[config.mk]
export PLATFORM = sky130hd
export DESIGN_NAME = instruction_invalidation_queue_flat
export DESIGN_NICKNAME = d
export VERILOG_FILES = /design/src/rtl/instruction_invalidation_queue_pkg.sv /design/src/rtl/instruction_invalidation_queue_if.sv /design/src/rtl/instruction_invalidation_queue_inv_addr_fifo.sv /design/src/rtl/instruction_invalidation_queue.sv /design/src/flat_wrapper.sv
export SDC_FILE = /design/constraint.sdc
export NUM_CORES = 1
export LEC_CHECK = 0
export BUFFER_PORTS_ARGS = -buffer_cell sky130_fd_sc_hd__buf_2
export CORE_MARGIN = 3
export CORE_UTILIZATION = 40
export DETAILED_ROUTE_END_ITERATION = 16
export SLEW_MARGIN = 25
export SYNTH_ARGS = -nofsm -noshare
export SYNTH_HDL_FRONTEND = slang
export SYNTH_SLANG_ARGS = --single-unit
export TNS_END_PERCENT = 20
[constraint.sdc]
create_clock -name clk -period 4.86 [get_ports clk]
set_clock_uncertainty 0.1 [all_clocks]
set_input_delay 0.243 -clock clk [delete_from_list [all_inputs] [get_ports clk]]
set_output_delay 0.243 -clock clk [all_outputs]
set_load 0.01 [all_outputs]
[src/rtl/instruction_invalidation_queue_pkg.sv]
// Shared types for the instruction-invalidation queue: the word-address type
// carried on both sides of the queue.
package instruction_invalidation_queue_pkg;

    localparam int INV_ADDR_W = 30;

    typedef logic [31:2] inv_addr_t;

endpackage

[src/rtl/instruction_invalidation_queue_if.sv]
// Upstream request / downstream issue bundle of the invalidation queue.
// The queue takes the slave view; the producer/consumer side takes the master view.
interface instruction_invalidation_queue_if;
    import instruction_invalidation_queue_pkg::*;

    inv_addr_t in_inv_addr;
    logic      in_inv_valid;
    logic      in_inv_ready;
    logic      in_inv_outstanding;
    inv_addr_t out_inv_addr;
    logic      out_inv_valid;
    logic      out_inv_completed;
    logic      coalesced;

    modport slave (
        input  in_inv_addr,
        input  in_inv_valid,
        input  out_inv_completed,
        output in_inv_ready,
        output in_inv_outstanding,
        output out_inv_addr,
        output out_inv_valid,
        output coalesced
    );

    modport master (
        output in_inv_addr,
        output in_inv_valid,
        output out_inv_completed,
        input  in_inv_ready,
        input  in_inv_outstanding,
        input  out_inv_addr,
        input  out_inv_valid,
        input  coalesced
    );

endinterface

[src/rtl/instruction_invalidation_queue_inv_addr_fifo.sv]
// Circular buffer of invalidation addresses with a head read port and a
// peek at the most recently pushed entry (tail-1) for duplicate merging.
module instruction_invalidation_queue_inv_addr_fifo
    import instruction_invalidation_queue_pkg::*;
#(
    parameter int DEPTH = 4
) (
    input  logic                     clk,
    input  logic                     rst,
    input  logic                     push_i,
    input  inv_addr_t                push_addr_i,
    input  logic                     pop_i,
    output inv_addr_t                head_addr_o,
    output inv_addr_t                tail_addr_o,
    output logic [$clog2(DEPTH):0]   count_o
);

    localparam int PW = $clog2(DEPTH);
    localparam logic [PW-1:0] PTR_ONE = PW'(1);
    localparam logic [PW:0]   CNT_ONE = (PW + 1)'(1);

    inv_addr_t       mem_q [DEPTH];
    logic [PW-1:0]   head_q;
    logic [PW-1:0]   tail_q;
    logic [PW:0]     count_q;

    // Storage is deliberately left unreset; count_q qualifies every read.
    always_ff @(posedge clk) begin
        if (push_i) begin
            mem_q[tail_q] <= push_addr_i;
        end
    end

    always_ff @(posedge clk or negedge rst) begin
        if (!rst) begin
            head_q  <= '0;
            tail_q  <= '0;
            count_q <= '0;
        end else begin
            if (push_i) begin
                tail_q <= tail_q + PTR_ONE;
            end
            if (pop_i) begin
                head_q <= head_q + PTR_ONE;
            end
            unique case ({push_i, pop_i})
                2'b10:   count_q <= count_q + CNT_ONE;
                2'b01:   count_q <= count_q - CNT_ONE;
                default: count_q <= count_q;
            endcase
        end
    end

    assign head_addr_o = mem_q[head_q];
    assign tail_addr_o = mem_q[tail_q - PTR_ONE];
    assign count_o     = count_q;

endmodule

[src/rtl/instruction_invalidation_queue.sv]
// Invalidation request queue: buffers producer requests, issues them one at a
// time to the consumer and merges a repeat of the newest not-yet-issued address.
module instruction_invalidation_queue
    import instruction_invalidation_queue_pkg::*;
#(
    parameter int DEPTH    = 4,
    parameter bit COALESCE = 1'b1
) (
    input  logic                           clk,
    input  logic                           rst,
    instruction_invalidation_queue_if.slave bus
);

    localparam int PW = $clog2(DEPTH);
    localparam logic [PW:0] FULL_COUNT = (PW + 1)'(DEPTH);
    localparam logic [PW:0] ONE_COUNT  = (PW + 1)'(1);

    typedef enum logic {
        IDLE   = 1'b0,
        ACTIVE = 1'b1
    } state_t;

    state_t      state_q, state_d;
    inv_addr_t   out_addr_q, out_addr_d;
    logic        coalesced_q, coalesced_d;

    logic [PW:0] count;
    inv_addr_t   head_addr;
    inv_addr_t   tail_addr;
    logic        accept;
    logic        tail_in_flight;
    logic        coalesce_hit;
    logic        push;
    logic        pop;

    assign bus.in_inv_ready = (count != FULL_COUNT);
    assign accept           = bus.in_inv_valid & bus.in_inv_ready;

    // The newest entry is only in flight when it is also the only entry.
    assign tail_in_flight = (count == ONE_COUNT) && (state_q == ACTIVE);
    assign coalesce_hit   = COALESCE && accept && (count != '0) &&
                            (bus.in_inv_addr == tail_addr) && !tail_in_flight;
    assign push           = accept && !coalesce_hit;
    assign pop            = (state_q == ACTIVE) && bus.out_inv_completed;

    instruction_invalidation_queue_inv_addr_fifo #(
        .DEPTH (DEPTH)
    ) u_inv_addr_fifo (
        .clk         (clk),
        .rst         (rst),
        .push_i      (push),
        .push_addr_i (bus.in_inv_addr),
        .pop_i       (pop),
        .head_addr_o (head_addr),
        .tail_addr_o (tail_addr),
        .count_o     (count)
    );

    always_ff @(posedge clk or negedge rst) begin
        if (!rst) begin
            state_q     <= IDLE;
            out_addr_q  <= '0;
            coalesced_q <= 1'b0;
        end else begin
            state_q     <= state_d;
            out_addr_q  <= out_addr_d;
            coalesced_q <= coalesced_d;
        end
    end

    // A completion seen in IDLE is ignored, so a stray pulse after reset is harmless.
    always_comb begin
        state_d     = state_q;
        out_addr_d  = out_addr_q;
        coalesced_d = coalesce_hit;
        unique case (state_q)
            IDLE: begin
                if (count != '0) begin
                    out_addr_d = head_addr;
                    state_d    = ACTIVE;
                end
            end
            ACTIVE: begin
                if (bus.out_inv_completed) begin
                    state_d = IDLE;
                end
            end
            default: state_d = IDLE;
        endcase
    end

    assign bus.out_inv_valid      = (state_q == ACTIVE);
    assign bus.out_inv_addr       = out_addr_q;
    assign bus.coalesced          = coalesced_q;
    assign bus.in_inv_outstanding = (count != '0);

endmodule

[src/flat_wrapper.sv]
// flat-port wrapper written by rule: the top's interface ports become plain ports
module instruction_invalidation_queue_flat import instruction_invalidation_queue_pkg::*;
#(
    parameter int DEPTH    = 4,
    parameter bit COALESCE = 1'b1
)
  (clk, rst, bus_in_inv_addr, bus_in_inv_valid, bus_out_inv_completed, bus_in_inv_ready, bus_in_inv_outstanding, bus_out_inv_addr, bus_out_inv_valid, bus_coalesced);
  instruction_invalidation_queue_if bus_i ();
  input  logic clk;
  input  logic rst;
  input wire logic [$bits(bus_i.in_inv_addr)-1:0] bus_in_inv_addr;
  input wire logic [$bits(bus_i.in_inv_valid)-1:0] bus_in_inv_valid;
  input wire logic [$bits(bus_i.out_inv_completed)-1:0] bus_out_inv_completed;
  output wire logic [$bits(bus_i.in_inv_ready)-1:0] bus_in_inv_ready;
  output wire logic [$bits(bus_i.in_inv_outstanding)-1:0] bus_in_inv_outstanding;
  output wire logic [$bits(bus_i.out_inv_addr)-1:0] bus_out_inv_addr;
  output wire logic [$bits(bus_i.out_inv_valid)-1:0] bus_out_inv_valid;
  output wire logic [$bits(bus_i.coalesced)-1:0] bus_coalesced;
  assign bus_i.in_inv_addr = bus_in_inv_addr;
  assign bus_i.in_inv_valid = bus_in_inv_valid;
  assign bus_i.out_inv_completed = bus_out_inv_completed;
  assign bus_in_inv_ready = bus_i.in_inv_ready;
  assign bus_in_inv_outstanding = bus_i.in_inv_outstanding;
  assign bus_out_inv_addr = bus_i.out_inv_addr;
  assign bus_out_inv_valid = bus_i.out_inv_valid;
  assign bus_coalesced = bus_i.coalesced;
  instruction_invalidation_queue #(.DEPTH(DEPTH), .COALESCE(COALESCE)) u_core (.clk(clk), .rst(rst), .bus(bus_i));
endmodule
; ---- Word level (Yosys, flattened, before mapping)
; Memory sizes are Yosys's and may differ from the RTL's. A register that Yosys moved wholly into a read port is not among the register bits.
; Cells that the tools add are included.
[classes]
add_sub_neg = 5
n_eq_ne = 5
mux = 6
bitwise = 2
n_reduce_logical = 12
[ops]
columns = operator, n
row1 = equality test 30 bit, 1
row2 = logical AND 1 bit, 6
row3 = case mux 3 bit (2 select lines), 1
row4 = adder 2 x 1 -> 2 bit (second input constant), 2
row5 = 2-to-1 mux 1 bit, 4
row6 = adder 3 x 1 -> 3 bit (second input constant), 1
row7 = equality test 3 x 1 -> 1 bit (second input constant), 1
row8 = logical NOT 1 bit, 3
row9 = inequality test 3 bit (second input constant), 1
row10 = nonzero test 3 bit, 1
row11 = subtractor 3 x 1 -> 3 bit (second input constant), 1
row12 = equality test 2 x 1 -> 1 bit (second input constant), 1
row13 = equality test 2 bit (second input constant), 1
row14 = case mux 1 bit (2 select lines), 1
row15 = AND reduction 2 bit, 1
row16 = nonzero test 2 bit, 1
row17 = subtractor 2 x 1 -> 2 bit (second input constant), 1
row18 = bitwise AND 1 bit, 1
row19 = NOT 1 bit, 1
[word_totals]
ff_bits = 9
ramBits = 120
output_inout_bits = 34
elab_cells = 36
n_memories = 1
[mem_list]
columns = name, words, word_bits, read_ports, rd_clocked_by_memory_dff, wr, line
row1 = u_core.u_inv_addr_fifo.mem_q, 4, 30, 2, 1, 1, instruction_invalidation_queue_inv_addr_fifo.sv:22  ; inv_addr_t mem_q [DEPTH];

; ---- Depth between registers and ports, before layout
[depth]
ltp_word = 9
mapped_depth = 16
ltp_nobuf = 12

; ---- By module
; Synthesis repeated with hierarchy kept, for this count alone.
[unflattened]
cells_unflattened = 345
area_unflattened_um2 = 7211.9
[by_module_without_submodules]
columns = mod, instances, cells_per_inst, area_per_inst_um2
row1 = instruction_invalidation_queue_inv_addr_fifo, 1, 229, 5526.6
row2 = instruction_invalidation_queue, 1, 116, 1685.4

; ---- Worst setup path after synthesis
; Ideal clock, no wire load.
[synth_timing]
path_kind = reg-to-reg
startpoint = register u_core.u_inv_addr_fifo.tail_q[0]
endpoint = memory u_core.u_inv_addr_fifo.mem_q[0][0] in the netlist's numbering, enable pin
setup_time_ns = 0.417
t_arrival_ns = 3.959
required_ns = 4.343
path_slack_ns = 0.384
stages_incl_launch_ff = 14
path_buffers = 4
period_less_slack_ns = 4.476
path_cell_list = dfrtp_1 > buf_6 > buf_6 > clkinv_1 > ha_1 > buf_2 > buf_2 > mux2i_1 > a22oi_1 > nand4_1 > nor4_1 > a41oi_1 > o211ai_4 > nor2_1
[synth_between]
elab_chain_cells = 9
[synth_lines]
columns = element, line
row1 = "start, declared", instruction_invalidation_queue_inv_addr_fifo.sv:24  ; logic [PW-1:0] tail_q;
row2 = "start signal, assigned", instruction_invalidation_queue_inv_addr_fifo.sv:41  ; tail_q <= tail_q + PTR_ONE;
row3 = subtractor 2 x 1 -> 2 bit, instruction_invalidation_queue_inv_addr_fifo.sv:55  ; assign tail_addr_o = mem_q[tail_q - PTR_ONE];
row4 = memory (4 x 30 bit), -
row5 = equality test 30 bit, instruction_invalidation_queue.sv:42  ; (bus.in_inv_addr == tail_addr) && !tail_in_flight;
row6 = logical AND 1 bit, instruction_invalidation_queue.sv:41  ; assign coalesce_hit = COALESCE && accept && (count != '0) &&
row7 = logical AND 1 bit, instruction_invalidation_queue.sv:42
row8 = logical NOT 1 bit, instruction_invalidation_queue.sv:43  ; assign push = accept && !coalesce_hit;
row9 = logical AND 1 bit, instruction_invalidation_queue.sv:43
row10 = 2-to-1 mux 1 bit, instruction_invalidation_queue_inv_addr_fifo.sv:29  ; if (push_i) begin
row11 = 2-to-1 mux 1 bit (not written as such), instruction_invalidation_queue_inv_addr_fifo.sv:30  ; mem_q[tail_q] <= push_addr_i;
row12 = "end, declared", instruction_invalidation_queue_inv_addr_fifo.sv:22
; Several ways; a longest one is shown, not always the timed one.

; ---- Worst setup path in the final report
[layout_timing]
startpoint = register u_core.u_inv_addr_fifo.tail_q[0]
endpoint = memory u_core.u_inv_addr_fifo.mem_q[1][15] in the netlist's numbering, enable pin
; The elaborated chain is that of the path after synthesis.

==> summary.txt <==
Worst setup path
  • Crit path cell chain: clkinv_1, ha_2, buf_4, mux2i_1, nor3_1, or4_1, a211oi_1, nand4b_2, o211ai_4, nor2_2, buf_4
  • Arr. time, crit path: approximately 4.1 ns
  • Crit path capture type: flop
  • CP bufs+invs: 3
  • Max FO, Critical Path: 20
  • CP top delay family: simple AND/OR/NAND/NOR gates
  • CP max stage cell: or4_1
  • Critical path type: reg -> reg
  • Most frequent CP cell: buf_4
  • Crit path launch type: flop
  • CP max stage delay: 0.48 ns
  • Crit path required time: between 4 and 5 ns

STA
  • # setup viols final: 0
  • Max frequency: approximately 250 MHz
  • Worst hold slack: roughly 0.008 ns
  • Period utilization: approximately 83%
  • Worst-margin pin slew: a little under 0.8 ns
  • Slew Viols, Final: 0
  • Max_slew headroom: around 48%
  • RSZ-0062 raised after global routing: false
  • Setup TNS: 0 ns
  • Hold Fails Final Rpt: 0
  • Tmin final: ~4.0 ns

Pwr
  • VDD IR-drop max: 0.327 mV
  • Sequential Power Share: about 36%
  • Pleak: 0.00316 uW
  • Net Sw Frac: about a third
  • Combinational fraction of design power: between 40% and 50%
  • Sw power: 1880 uW
  • Clock power share: 23.1%
  • Power Density: 654 mW/mm2
  • Internal cell power: about 3800 uW

CTS
  • H-tree depth: 4
  • CTS Buffer Depth: 2
  • Clk root buf: clkbuf_16
  • Clock latency on the worst-skew pair: ~0.43 ns
  • Post_cts resized: 0
  • CTS Hold Bufs: 29
  • Cts bufs inserted: 17
  • CTS tree: yes
  • Setup Buffers After CTS: 0
  • # clock sinks: between 150 and 200
  • Clk slew on worst S/H paths: approximately 0.06 ns

Finish
  • Nets@finish: 533
  • Final non-filler cell total: roughly 730
  • N_diodes: 0
  • Area grow syn2layout: 21.4%
  • Layout cells sized above 1: between 30% and 40%

Routing
  • DRT Pass-1 Iters: 4
  • Final wirelength: roughly 15000 um
  • Initial DRC count: 332
  • Avg WL per Cell: approximately 21 um
  • Drc violations: 0
  • Vias after detailed routing: between 3000 and 4000
  • Routed vias/inst: roughly 5.3
  • Detail Route Antenna Nets: 0

Floorplanning
  • Placeable Area: between 0.015 and 0.02 mm2
  • Die span in y: about 140 um
  • Die Area: 0.0195 mm2
  • Die W: roughly 140 um
  • Initial core utilization: between 40% and 50%
  • I/O pin count: 68
  • Number of core rows: 48

Synth
  • Cell area after synthesis: ~0.0071 mm2
  • Post-synth ARST share: approximately 25%
  • Post-synthesis sequential area ratio: ~64%
  • Dominant synthesized flop cell: edfxtp_1
  • Synth Register Bits: around 160
  • Post-synth EDFFs: 120
  • Syn Nets: ~420
  • Netlist cell types: 36
  • Cells after Synth: ~380
  • YS warnings: 0
  • Post-Syn Area per Cell: roughly 19 um2

Run
  • Max-cap violations: 0

Min path
  • Worst hold path class: in -> reg

Global route
  • First-pass GRT wire length: 23700 um
  • Gr ovfl total: 0
  • Total GRT Usage: roughly 16%
  • Vias in the first global route: roughly 4100
  • Largest net degree at the start of global routing: 40
  • Initial antenna violation count: 0

Placement
  • Post-DP HPWL: ~9800 um
  • Routability cong.: 0.776
  • I/O Buffers: between 60 and 70
  • Cells after DPL: 667

Run status
  • Status: completed
==> cells in the mapped netlist (3+ instances only) <==
cell type,number,area [um2]
and2_1,3,18.8
inv_1,11,41.3
buf_1,5,18.8
nor3_1,4,20.0
xnor2_1,27,236
mux2i_1,18,180
mux4_1,5,131
edfxtp_1,120,3600
a22oi_1,3,22.5
nand4_1,5,31.3
ha_1,9,113
clkbuf_1,7,26.3
xor2_1,8,70.1
nand2_1,6,22.5
dfrtp_1,39,976
mux2_2,32,360
mux4_2,46,1040
nor2_1,10,37.5
==> metrics by stage <==
step	worst slack [ns]	instance area [um2]	total power (uW)	utilization (%)
2_1_floorplan	0.384	7150	3750	-
3_3_place_gp	0.920	7770	4360	44.6
3_5_place_dp	0.833	7800	4410	44.8
4_1_cts	0.817	8680	5760	49.8
5_1_grt	0.527	8680	6010	49.8
6_report	0.823	8680	5670	49.8
==> power by group through the flow <==
stage                     registers (uW)  logic [uW]  clock network [uW]
after global routing                2080        2530                1390
after detailed placement            2060        2350                   0
final                               2040        2320                1310
after floorplan                     2080        1660                   0
after CTS                           2040        2380                1340
after global placement              2050        2300                   0
==> cell usage in the layout (no fill, tap or decap), types with 2 or more instances in the layout <==
cell type,instances
bufinv_16,2
dlygate4sd3_1,29
clkinv_2,2
a22oi_1,3
nor2_1,6
buf_2,66
nand4_1,5
xnor2_1,27
nand2_1,6
edfxtp_1,120
mux4_1,5
inv_1,11
buf_4,11
xor2_1,8
clkinv_4,3
mux4_2,46
buf_8,2
o21ai_0,2
dfrtp_1,38
and2_1,3
ha_1,8
clkinvlp_4,3
mux2i_1,18
inv_6,3
nor3_1,4
nor2_2,4
clkinv_1,2
clkbuf_16,17
mux2_2,32
==> cell type report <==
cell class / count / area, um2
fillers: 1459 / 8740
flip-flops and latches: 159 / 4580
multi-input cells: 192 / 2450
repair buffers: 108 / 733
clock buffers: 17 / 425
well taps: 225 / 282
clock inverters: 15 / 160
inverters: 12 / 45.0
==> cells by family (layout without fill, tap and decap cells) <==
logic type / after synthesis / count (layout) / synth area share (%)
DFF: 159 / 159 / 64.1
muxes: 102 / 102 / 24.1
xor gates and xnor gates: 35 / 35 / 4.29
and+or+nand+nor: 32 / 32 / 2.40
buffers and inverters: 30 / 152 / 1.93
AOI/OAI and AO/OA: 14 / 14 / 1.65
adders and majority gates: 9 / 9 / 1.58
==> state kept, by name, summed over array words and instances, names as in the netlist <==
name	count
u_core.bus.coalesced	1
u_core.u_inv_addr_fifo.count_o	3
u_core.bus.out_inv_addr	30
u_core.u_inv_addr_fifo.mem_q	120
u_core.u_inv_addr_fifo.tail_q	2
u_core.bus.out_inv_valid	1
u_core.u_inv_addr_fifo.head_q	2
==> routing by layer <==
layer	GRT usage, %	routed length (um)
met4	6.12	325
met3	3.61	790
met5	0	0
met1	21.9	6590
met2	25.3	7220
==> path summary, 6_finish.rpt <==
path	start	end	slack (ns)	cells past startpoint
min in group asynchronous	rst	u_core.bus.out_inv_addr[6]	0.26	2
min reg2reg	u_core.bus.out_inv_addr[11]	u_core.bus.out_inv_addr[11]	0.40	1
min	bus_in_inv_addr[7]	u_core.u_inv_addr_fifo.mem_q[3][7]	0.008	1
max reg2reg	u_core.u_inv_addr_fifo.tail_q[0]	u_core.u_inv_addr_fifo.mem_q[1][15]	0.82	11
max	u_core.u_inv_addr_fifo.tail_q[0]	u_core.u_inv_addr_fifo.mem_q[1][15]	0.82	11
max in group asynchronous	rst	u_core.u_inv_addr_fifo.head_q[0]	3.98	2
Power figures use the tool's default switching activity.
